===== src/rtl/timer_pkg.sv =====
// Shared types for the countdown timer: the controller state encoding.
package timer_pkg;

    typedef enum logic [1:0] {
        IDLE   = 2'd0,
        RUN    = 2'd1,
        PAUSED = 2'd2
    } timer_state_e;

endpackage


===== src/rtl/sat_counter.sv =====
// Saturating up-counter: counts inc pulses and sticks at all-ones.
module sat_counter #(
    parameter int W = 8
) (
    input  logic         clk,
    input  logic         rst,
    input  logic         inc,
    output logic [W-1:0] q
);

    always_ff @(posedge clk) begin
        if (rst) begin
            q <= '0;
        end else if (inc && (q != '1)) begin
            q <= q + W'(1);
        end
    end

endmodule


===== src/rtl/countdown_timer.sv =====
// Loadable down-counting timer with one-shot / auto-reload modes, pause and abort.
// Pulses 'expired' on terminal count and tallies expiries in a saturating counter.
module countdown_timer
    import timer_pkg::*;
#(
    parameter int WIDTH = 32,
    parameter int CNT_W = 8
) (
    input  logic             clk,
    input  logic             rst,
    input  logic             load_valid,
    output logic             load_ready,
    input  logic [WIDTH-1:0] load_value,
    input  logic             auto_reload,
    input  logic             pause,
    input  logic             stop,
    output logic [WIDTH-1:0] q,
    output logic             busy,
    output logic             expired,
    output logic [CNT_W-1:0] expire_count
);

    timer_state_e     state, state_next;
    logic [WIDTH-1:0] q_next;
    logic [WIDTH-1:0] reload_reg, reload_next;
    logic             auto_reg, auto_next;
    logic             expired_next;

    assign load_ready = (state == IDLE);
    assign busy       = (state != IDLE);

    always_comb begin
        // NOTE: every output of this block gets a default first so no path leaves it unassigned (no latches).
        state_next   = state;
        q_next       = q;
        reload_next  = reload_reg;
        auto_next    = auto_reg;
        expired_next = 1'b0;

        unique case (state)
            IDLE: begin
                if (load_valid) begin
                    if (load_value == '0) begin
                        expired_next = 1'b1;
                        q_next       = '0;
                    end else begin
                        q_next      = load_value;
                        reload_next = load_value;
                        auto_next   = auto_reload;
                        state_next  = RUN;
                    end
                end
            end
            RUN: begin
                if (stop) begin
                    q_next     = '0;
                    state_next = IDLE;
                end else if (pause) begin
                    state_next = PAUSED;
                end else if (q == WIDTH'(1)) begin
                    expired_next = 1'b1;
                    if (auto_reg) begin
                        q_next = reload_reg;
                    end else begin
                        q_next     = '0;
                        state_next = IDLE;
                    end
                end else if (q != '0) begin
                    q_next = q - WIDTH'(1);
                end
            end
            PAUSED: begin
                // Resuming only changes state; the decrement restarts on the following edge.
                if (stop) begin
                    q_next     = '0;
                    state_next = IDLE;
                end else if (!pause) begin
                    state_next = RUN;
                end
            end
            default: begin
                q_next     = '0;
                state_next = IDLE;
            end
        endcase
    end

    always_ff @(posedge clk) begin
        // NOTE: sequential state uses non-blocking assignments so every register samples pre-edge values.
        if (rst) begin
            state      <= IDLE;
            q          <= '0;
            reload_reg <= '0;
            auto_reg   <= 1'b0;
            expired    <= 1'b0;
        end else begin
            state      <= state_next;
            q          <= q_next;
            reload_reg <= reload_next;
            auto_reg   <= auto_next;
            expired    <= expired_next;
        end
    end

    // Counting on expired_next keeps expire_count in step with the pulse itself.
    sat_counter #(.W(CNT_W)) u_expire_count (
        .clk (clk),
        .rst (rst),
        .inc (expired_next),
        .q   (expire_count)
    );

endmodule


===== config.mk =====
export PLATFORM = sky130hd
export DESIGN_NAME = countdown_timer
export DESIGN_NICKNAME = d
export VERILOG_FILES = /design/src/rtl/timer_pkg.sv /design/src/rtl/sat_counter.sv /design/src/rtl/countdown_timer.sv
export SDC_FILE = /design/constraint.sdc
export NUM_CORES = 1
export LEC_CHECK = 0
export ABC_AREA = 1
export CAP_MARGIN = 20
export CORE_MARGIN = 1.5
export CORE_UTILIZATION = 40
export CTS_CLUSTER_DIAMETER = 40
export DETAILED_ROUTE_END_ITERATION = 8
export SETUP_SLACK_MARGIN = 0.5
export SLEW_MARGIN = 20
export SYNTH_ARGS = -nofsm -noshare
export SYNTH_HDL_FRONTEND = slang
export SYNTH_SLANG_ARGS = --single-unit

===== constraint.sdc =====
create_clock -name clk -period 2.21 [get_ports clk]
set_clock_uncertainty 0.15 [all_clocks]
set_input_delay 0.442 -clock clk [delete_from_list [all_inputs] [get_ports clk]]
set_output_delay 0.442 -clock clk [all_outputs]
set_load 0.005 [all_outputs]

Yosys cells after proc, flatten, opt, wreduce, memory -nomap -nowiden --
Cells that the tools add are included.
Word-level totals: input port bits 38, flip-flop bits (word level) 76, output and inout bits 43, logic and storage cells 53
Operators by class: muxes and demuxes 24, equality and inequality tests 12, bitwise operators 1, add/sub/neg operators 2, reduce and logical (&&, ||, !) cells 8
Operators by type and width (count):
- $mux 32 | 8
- $pmux 32 s3 | 1
- $eq 32x1->1 const B | 1
- $logic_not 32->1 | 1
- $reduce_bool 32->1 | 1
- $sub 32x1->32 const B | 1
- $mux 2 | 8
- $ne 4x4->1 const B | 3
- $add 8x1->8 const B | 1
- $ne 8x8->1 const B | 1
- $ne 2x2->1 const B | 3
- $ne 3x3->1 const B | 2
- $pmux 2 s3 | 1
- $mux 1 | 5
- $reduce_and 5->1 | 1
- $reduce_and 4->1 | 1
- $reduce_and 3->1 | 1
- $eq 2x1->1 const B | 1
- $eq 2x2->1 const B | 1
- $logic_not 2->1 | 1
- $pmux 1 s2 | 1
- $reduce_bool 2->1 | 1
- $logic_and 1x1->1 | 1
- $not 1->1 | 1

Depth between registers and ports, before layout --
Gate-level depths: netlist of the first run.
depth after elaboration 6, depth in mapped cells 14, mapped depth without buffers 13

Cells and area by module --
From an unflattened synthesis of the first run, not the netlist that was laid out.
Unflattened totals: cell total of the unflattened synthesis 756, area, all modules 4724.5 um^2
By module, submodules not included:
- countdown_timer | area an instance 4240.3 um^2, sequential area each 1361.3 um^2, cells each 679, instances 1
- sat_counter | area an instance 484.2 um^2, sequential area each 160.2 um^2, cells each 77, instances 1

Least setup slack after synthesis of the first run --
No wires, ideal clock.
path kind register -> register, start register q[0], end register q[29], path slack 0.298 ns, data required time 1.945 ns, buffers on the path 1, stages on the path, launching flop included 12, setup time 0.115 ns, data arrival time 1.647 ns, period minus slack after synthesis 1.912 ns, cells stage by stage dfxtp_1 -> inv_1 -> ha_1 -> nand2_2 -> nor2_4 -> nand2_2 -> nor3_2 -> nand3_2 -> nand2_2 -> buf_4 -> a21oi_1 -> and2_1
On the way: word-level cells in the longest chain between the ends 6, elaborated cells on any way between the ends 10, those cells by class 1 x add/sub; 2 x eq/ne; 5 x mux; 2 x reduce/logical
Ends and longest elaborated chain:
- start, declared | RTL line countdown_timer.sv:17 | output logic [WIDTH-1:0] q,
- start signal, assigned | RTL line countdown_timer.sv:98 | q <= q_next;
- $sub 32x1->32 | RTL line countdown_timer.sv:69 | q_next = q - WIDTH'(1);
- $mux 32 | RTL line countdown_timer.sv:68 | end else if (q != '0) begin
- $mux 32 | RTL line countdown_timer.sv:60 | end else if (q == WIDTH'(1)) begin
- $mux 32 | RTL line countdown_timer.sv:58 | end else if (pause) begin
- $mux 32 | RTL line countdown_timer.sv:55 | if (stop) begin
- $pmux 32 s3 | RTL line countdown_timer.sv:40 | unique case (state)
Parallel ways exist; a longest one is shown, timed or not. The select of a mux whose other input is x is not followed. A chain may end at the register's enable or synchronous reset.

Worst setup path in the final report of the first run --
start register q[7], end register q[15]
The elaborated chain is that of the path after synthesis.

==> results.cfg, run 1 <==
[run_status]
run_status = finished, violations left
violations = setup timing

[timing]
slew_violations = 0
timing_worst_slew_pin_value_ns = 0.7937
max-slew-margin-rel_pct = 47.03
clock.fmax_ghz = 0.4360
unrepaired_setup_endpoints_after_global_routing = yes
setup-tns-final_ns = -0.08367
post-route-period-util_pct = 103.8
finalSetupViolations = 1
layout_min_cycle_time_ns = 2.294
finalHoldViolCount = 0
postLayoutSetupSlackWorst_ns = -0.08367
fin_hold_ws_ns = 0.2544

[worst_setup_path]
cp_cell_sequence = buf_6 -> nor2_1 -> nand2_1 -> nor2_1 -> nand2_1 -> xor2_1 -> nand2_1 -> nand3_1 -> nand2_1 -> nor2_2 -> nor2_1
critPathBufInv = 1
cp_slowest_cell = xor2_1
rr_endpoint = q[15]$_SDFFE_PP0P_
critPathLaunch = q[7]$_SDFFE_PP0P_
number_of_cells_on_the_worst_reg_to_reg_path = 11
cp_data_required_time_ns = 2.29
crit_arrival_ns = 2.38
worst_setup_path_end_kind = register
reg2reg_slack_ns = -0.08
critPathKind = register to register
startpoint_type = register
critical_path_peak_fanout = 4
max_stage_delay_ns = 0.36
r2r_start = q[7]$_SDFFE_PP0P_
critical_path.most_common_cell = nand2_1
worst_path_dominant_cell_family = simple AND/OR/NAND/NOR gates

[floorplan]
initial_core_util_pct = 41.16
core_area_sq_mm = 0.01147
fp.dieW_um = 111.6
num_io_pins = 81
die_y_um = 111.6
core.rowCount = 39
die-area_sq_mm = 0.01246

[drt]
dr_wl_met2_um = 8993
drt-met1-wl_um = 8075
drtAntennaViolNets = 0
wire_per_inst_um = 17.03
post_drt_via_cell_ratio = 5.310
met3WireLength_um = 1719
drt_first_pass_iters = 5
detailed_route_wire_length_um = 19370
highest-signal-layer = met4
routed-via-count = 6037
detail_route.iter0.violations = 518
drc = 0

[synthesis]
post-synth-top-count-cell = nand2_1
synth.net_count = 805
synth-edff-count = 0
seq_area_frac_synth_pct = 32.24
synth_async_sr_flop_share_pct = 0
syn-cell-area_sq_mm = 0.004720
yosys_warnings = 0
ys_top_cells_by_area = dfxtp_1, nand2_1, nor2_1, a21oi_1, o21ai_0
yosys.area.top_type_share_pct = 32.24
syn_inst = 764
post_synth_num_cell_types = 33
synth_top_cell_by_area = dfxtp_1
synth_top_flop_cell = dfxtp_1
ys_ff_latch = 76
syn-mean-instance-area_sq_um = 6.177
synth.cells.most_frequent = nand2_1, nor2_1, dfxtp_1

[power]
p_leak_nw = 3.721
power.ir.vdd_worst_mv = 0.5201
cellPowerDensity_mw_per_mm2 = 653.3

[cts]
clock_tree_from_tritoncts = built
clock_tree.buffer_depth = 2
cts_clock_pin_slew_for_the_worst_setup_and_hold_paths_ns = 0.06
clock-root-buffer = clkbuf_16
clk-insertion-delay-late_ns = 0.35
ctsHoldBuffers = 0
numCtsBuffers = 9
clock-sinks = 76
clock_tree.htree_level_count = 3

[flow_run]
max_cap_violations = 0

[finish]
final_layout_size_suffix_gt1_share_pct = 39.84
nFillCells = 909
flow.area_growth_from_synthesis_pct = 68.11
final_core_util_pct = 69.19
diodes = 0
finished_layout_cells = 1137
final_net_count = 1030

[min_path]
worstHoldPathCells = 3
hold_path_end = reload_reg[5]$_SDFFE_PP0P_
hold_path.startpoint = load_value[5]
holdCritPathClass = input pin to register

[grt]
grt_start_max_net_pins = 56
grt_pass1_wl_um = 28030
grt_antenna_before_repair = 0
total_global_routing_overflow = 0
grt_pass1_vias = 5471
grt_util_all_layers_pct = 28.39

[placement]
dpl_hpwl_um = 11810
numPortBuffers = 80
place_ws_ns = -0.2612
dp.cells = 1040
place.gp.congestion = 0.9995
## cells in the final DEF, fill, tap and decap left out, drive strengths merged
cell	synthesis	routed
a211oi	2	2
a21boi	1	1
a21oi	68	68
and2	2	2
buf	21	176
bufbuf	0	1
clkbuf	15	39
clkdlybuf4s50	0	5
clkinv	1	3
dfxtp	76	76
dlygate4sd2	0	40
dlymetal6s2s	0	1
ha	3	3
inv	73	74
nand2	198	198
nand3	46	46
nand4	5	5
nor2	137	138
nor3	6	6
nor4	1	1
o21ai	85	85
o22ai	1	1
or2	1	1
xnor2	7	7
xor2	15	15
## area by class of cell
| class | count | area (sq um) | share of cell area [%] |
|---|---|---|---|
| Clock buffer | 14 | 254.0 | 3.201 |
| Clock inverter | 2 | 10.01 | 0.1262 |
| Inverter | 74 | 297.8 | 3.753 |
| Multi-Input combinational cell | 579 | 3272 | 41.24 |
| Sequential cell | 76 | 1575 | 19.85 |
| Tap cell | 143 | 178.9 | 2.255 |
| Timing Repair Buffer | 248 | 2337 | 29.46 |
| Timing Repair inverter | 1 | 8.758 | 0.1104 |
## worst max path at each step
stage / to / depth (start not counted)
6_report: q[15]$_SDFFE_PP0P_ / 11
5_1_grt: q[15]$_SDFFE_PP0P_ / 11
2_1_floorplan: q[14]$_SDFFE_PP0P_ / 12
3_3_place_gp: u_expire_count.q[2]$_SDFFE_PP0P_ / 12
3_5_place_dp: u_expire_count.q[0]$_SDFFE_PP0P_ / 12
4_1_cts: q[6]$_SDFFE_PP0P_ / 13
## through the flow
| stage | cell area [sq um] | total power, mW |
|---|---|---|
| after floorplan | 4772 | 2.498 |
| after global placement | 6281 | 3.180 |
| after detailed placement | 6281 | 3.194 |
| after CTS | 7333 | 4.817 |
| after global routing | 7934 | 5.398 |
| final | 7934 | 5.183 |
## what timing repair did
item,CTS,global route
endpoints found under the setup margin,118,79
buffers inserted,52,16
pin swaps,37,56
gates resized for setup,252,169
gates cloned,7,6
## where the power goes
part	leakage [nW]	switching, mW	internal [mW]
registers	0.641	0.0936	1.52
logic	2.95	1.22	0.988
clock network	0.131	0.576	0.789
total	3.72	1.89	3.29
## cells by family after synthesis
| kind of cell | share of synthesized area, % |
|---|---|
| adder cells (fa/ha/maj) | 0.7954 |
| XOR/XNOR | 4.083 |
| AND/OR/NAND/NOR | 35.92 |
| flip-flops | 32.24 |
| AO/OA/AOI/OAI | 16.83 |
| buffers and inverters | 10.13 |
## worst register-to-register path: stages, from the launching register on
cell and delay (ns):
dfxtp_2 0.33, buf_6 0.13, nor2_1 0.21, nand2_1 0.11, nor2_1 0.20, nand2_1 0.13
xor2_1 0.36, nand2_1 0.16, nand3_1 0.11, nand2_1 0.08, nor2_2 0.16, nor2_1 0.06
## metal layers
metal / vias to the layer above / global-route usage (%)
li1: 2901 / -
met1: 2789 / 39.59
met2: 301 / 43.46
met3: 46 / 5.607
met4: 0 / 10.63
met5: - / 0
Note: power is estimated with default switching activity, not from simulation.
==> inputs of run 2 (changes only) <==
--- a/config.mk
+++ b/config.mk
@@ -8,9 +8,11 @@
 export ABC_AREA = 1
 export CAP_MARGIN = 20
 export CORE_MARGIN = 1.5
-export CORE_UTILIZATION = 40
+export CORE_UTILIZATION = 45
+export CTS_BUF_LIST = sky130_fd_sc_hd__clkbuf_16
 export CTS_CLUSTER_DIAMETER = 40
 export DETAILED_ROUTE_END_ITERATION = 8
+export PLACE_DENSITY = 0.7
 export SETUP_SLACK_MARGIN = 0.5
 export SLEW_MARGIN = 20
 export SYNTH_ARGS = -nofsm -noshare
==> results.cfg, run 2 (synthesis gave the netlist of run 1 again) <==
[run_status]
run_status = finished, violations left
violations = setup timing

[cts]
clock_tree.htree_level_count = 3
cts_clock_pin_slew_for_the_worst_setup_and_hold_paths_ns = 0.06
clock-sinks = 76
clock_tree_from_tritoncts = built
numCtsBuffers = 9
clk-insertion-delay-late_ns = 0.34
clock-root-buffer = clkbuf_16
ctsHoldBuffers = 0
clock_tree.buffer_depth = 2

[floorplan]
fp.dieW_um = 105.4
initial_core_util_pct = 46.13
num_io_pins = 81
core.rowCount = 37
die-area_sq_mm = 0.01111
die_y_um = 105.4
core_area_sq_mm = 0.01023

[timing]
finalHoldViolCount = 0
finalSetupViolations = 1
max-slew-margin-rel_pct = 37.54
post-route-period-util_pct = 100.9
setup-tns-final_ns = -0.01954
layout_min_cycle_time_ns = 2.230
timing_worst_slew_pin_value_ns = 0.9358
fin_hold_ws_ns = 0.2496
clock.fmax_ghz = 0.4485
postLayoutSetupSlackWorst_ns = -0.01954
unrepaired_setup_endpoints_after_global_routing = yes
slew_violations = 0

[grt]
grt_start_max_net_pins = 56
grt_pass1_vias = 5643
grt_util_all_layers_pct = 33.81
total_global_routing_overflow = 0
grt_antenna_before_repair = 0
grt_pass1_wl_um = 29350

[worst_setup_path]
startpoint_type = register
critical_path_peak_fanout = 4
critPathLaunch = q[0]$_SDFFE_PP0P_
critPathKind = register to register
number_of_cells_on_the_worst_reg_to_reg_path = 13
crit_arrival_ns = 2.31
cp_data_required_time_ns = 2.29
worst_setup_path_end_kind = register
r2r_start = q[0]$_SDFFE_PP0P_

[min_path]
hold_path.startpoint = load_value[11]
worstHoldPathCells = 3
holdCritPathClass = input pin to register

[placement]
dpl_hpwl_um = 11680
place.gp.congestion = 0.9537
dp.cells = 1032
numPortBuffers = 80
place_ws_ns = -0.2787

[finish]
final_net_count = 1015
flow.area_growth_from_synthesis_pct = 71.87
final_layout_size_suffix_gt1_share_pct = 42.08
finished_layout_cells = 1115
nFillCells = 633
leading_cell_type_in_the_layout_fill_and_taps_excluded = nand2_1
diodes = 0
final_core_util_pct = 79.28
most-common-layout-cells = nand2_1, buf_4, nor2_1, inv_1, dfxtp_1

[drt]
post_drt_via_cell_ratio = 5.909
detail_route.iter0.violations = 796
routed-via-count = 6589
wire_per_inst_um = 19.56
detailed_route_wire_length_um = 21810
drtAntennaViolNets = 0
drt_first_pass_iters = 5
drc = 0

[power]
p_leak_nw = 3.764
cellPowerDensity_mw_per_mm2 = 693.0
power.ir.vdd_worst_mv = 0.4752

[flow_run]
max_cap_violations = 0
[run 2: changes by cell type in the layout (fill, tap and decap cells not counted), moves of 5 or more]
cell	previous run	this run
a21oi_1	61	42
a21oi_2	7	25
buf_4	116	105
nand2_1	180	171
o21ai_1	20	27
buf_12	10	16
clkbuf_2	20	14
nand2_2	13	19
o21ai_2	40	34
buf_6	36	31
dlygate4sd2_1	40	35
nand2_4	2	7
[run 2: through the flow]
stage / power [mW] / instance area (sq um)
finish: 5.621 / 8112
global route: 5.794 / 8112
CTS: 5.203 / 7421
detailed placement: 3.208 / 6302
global placement: 3.192 / 6302
floorplan: 2.498 / 4772
[run 2: worst paths after layout]
path / end / slack (ns)
hold reg to reg: reload_reg[14]$_SDFFE_PP0P_ / 0.31
setup / recovery: q[8]$_SDFFE_PP0P_ / -0.02
setup reg to reg: q[8]$_SDFFE_PP0P_ / -0.02
hold / removal: reload_reg[11]$_SDFFE_PP0P_ / 0.25
[run 2: cell type report]
type | instances | area [sq um] | area share [%]
Tap cell | 136 | 170.2 | 2.098
Timing Repair Buffer | 235 | 2290 | 28.23
Sequential cell | 76 | 1579 | 19.47
Multi-Input combinational cell | 578 | 3418 | 42.14
Clock buffer | 9 | 225.2 | 2.776
Inverter | 74 | 297.8 | 3.671
Clock inverter | 7 | 131.4 | 1.620
[run 2: what timing repair did]
item	in CTS	in global routing
endpoints found under the setup margin	118	83
buffers inserted	46	13
pin swaps	57	67
resized for setup	263	212
gates cloned	5	3
hold endpoints to repair	0	0
[run 2: report_power, final]
group	total, mW	internal (mW)	switching [mW]
Combinational	2.20	0.922	1.27
Sequential	1.61	1.51	0.0944
Clock	1.82	1.21	0.609
[run 2: metal layers]
layer  track usage [%]  vias to the layer above  wire (um)
li1                  -                     2868          -
met1             44.33                     3027       7979
met2             55.98                      528       9915
met3             6.803                      166       2453
met4             10.27                        0       1465
met5                 0                        -          0
[run 2: critical path: stages (launching register included)]
cell	delay, ns
dfxtp_4	0.38
buf_12	0.11
inv_6	0.03
ha_4	0.16
nand2_4	0.09
nor2_4	0.05
buf_6	0.12
buf_4	0.13
xnor2_1	0.35
nand2_1	0.13
nand3_1	0.10
o21ai_1	0.12
nor2_1	0.13
nor2_1	0.06
==> inputs of run 3 (changes only) <==
--- a/config.mk
+++ b/config.mk
@@ -6,7 +6,7 @@
 export NUM_CORES = 1
 export LEC_CHECK = 0
 export ABC_AREA = 1
-export CAP_MARGIN = 20
+export CAP_MARGIN = 5
 export CORE_MARGIN = 1.5
 export CORE_UTILIZATION = 45
 export CTS_BUF_LIST = sky130_fd_sc_hd__clkbuf_16
==> results of run 3 <==
The final DEF is identical to that of run 2; final timing and power are the same.
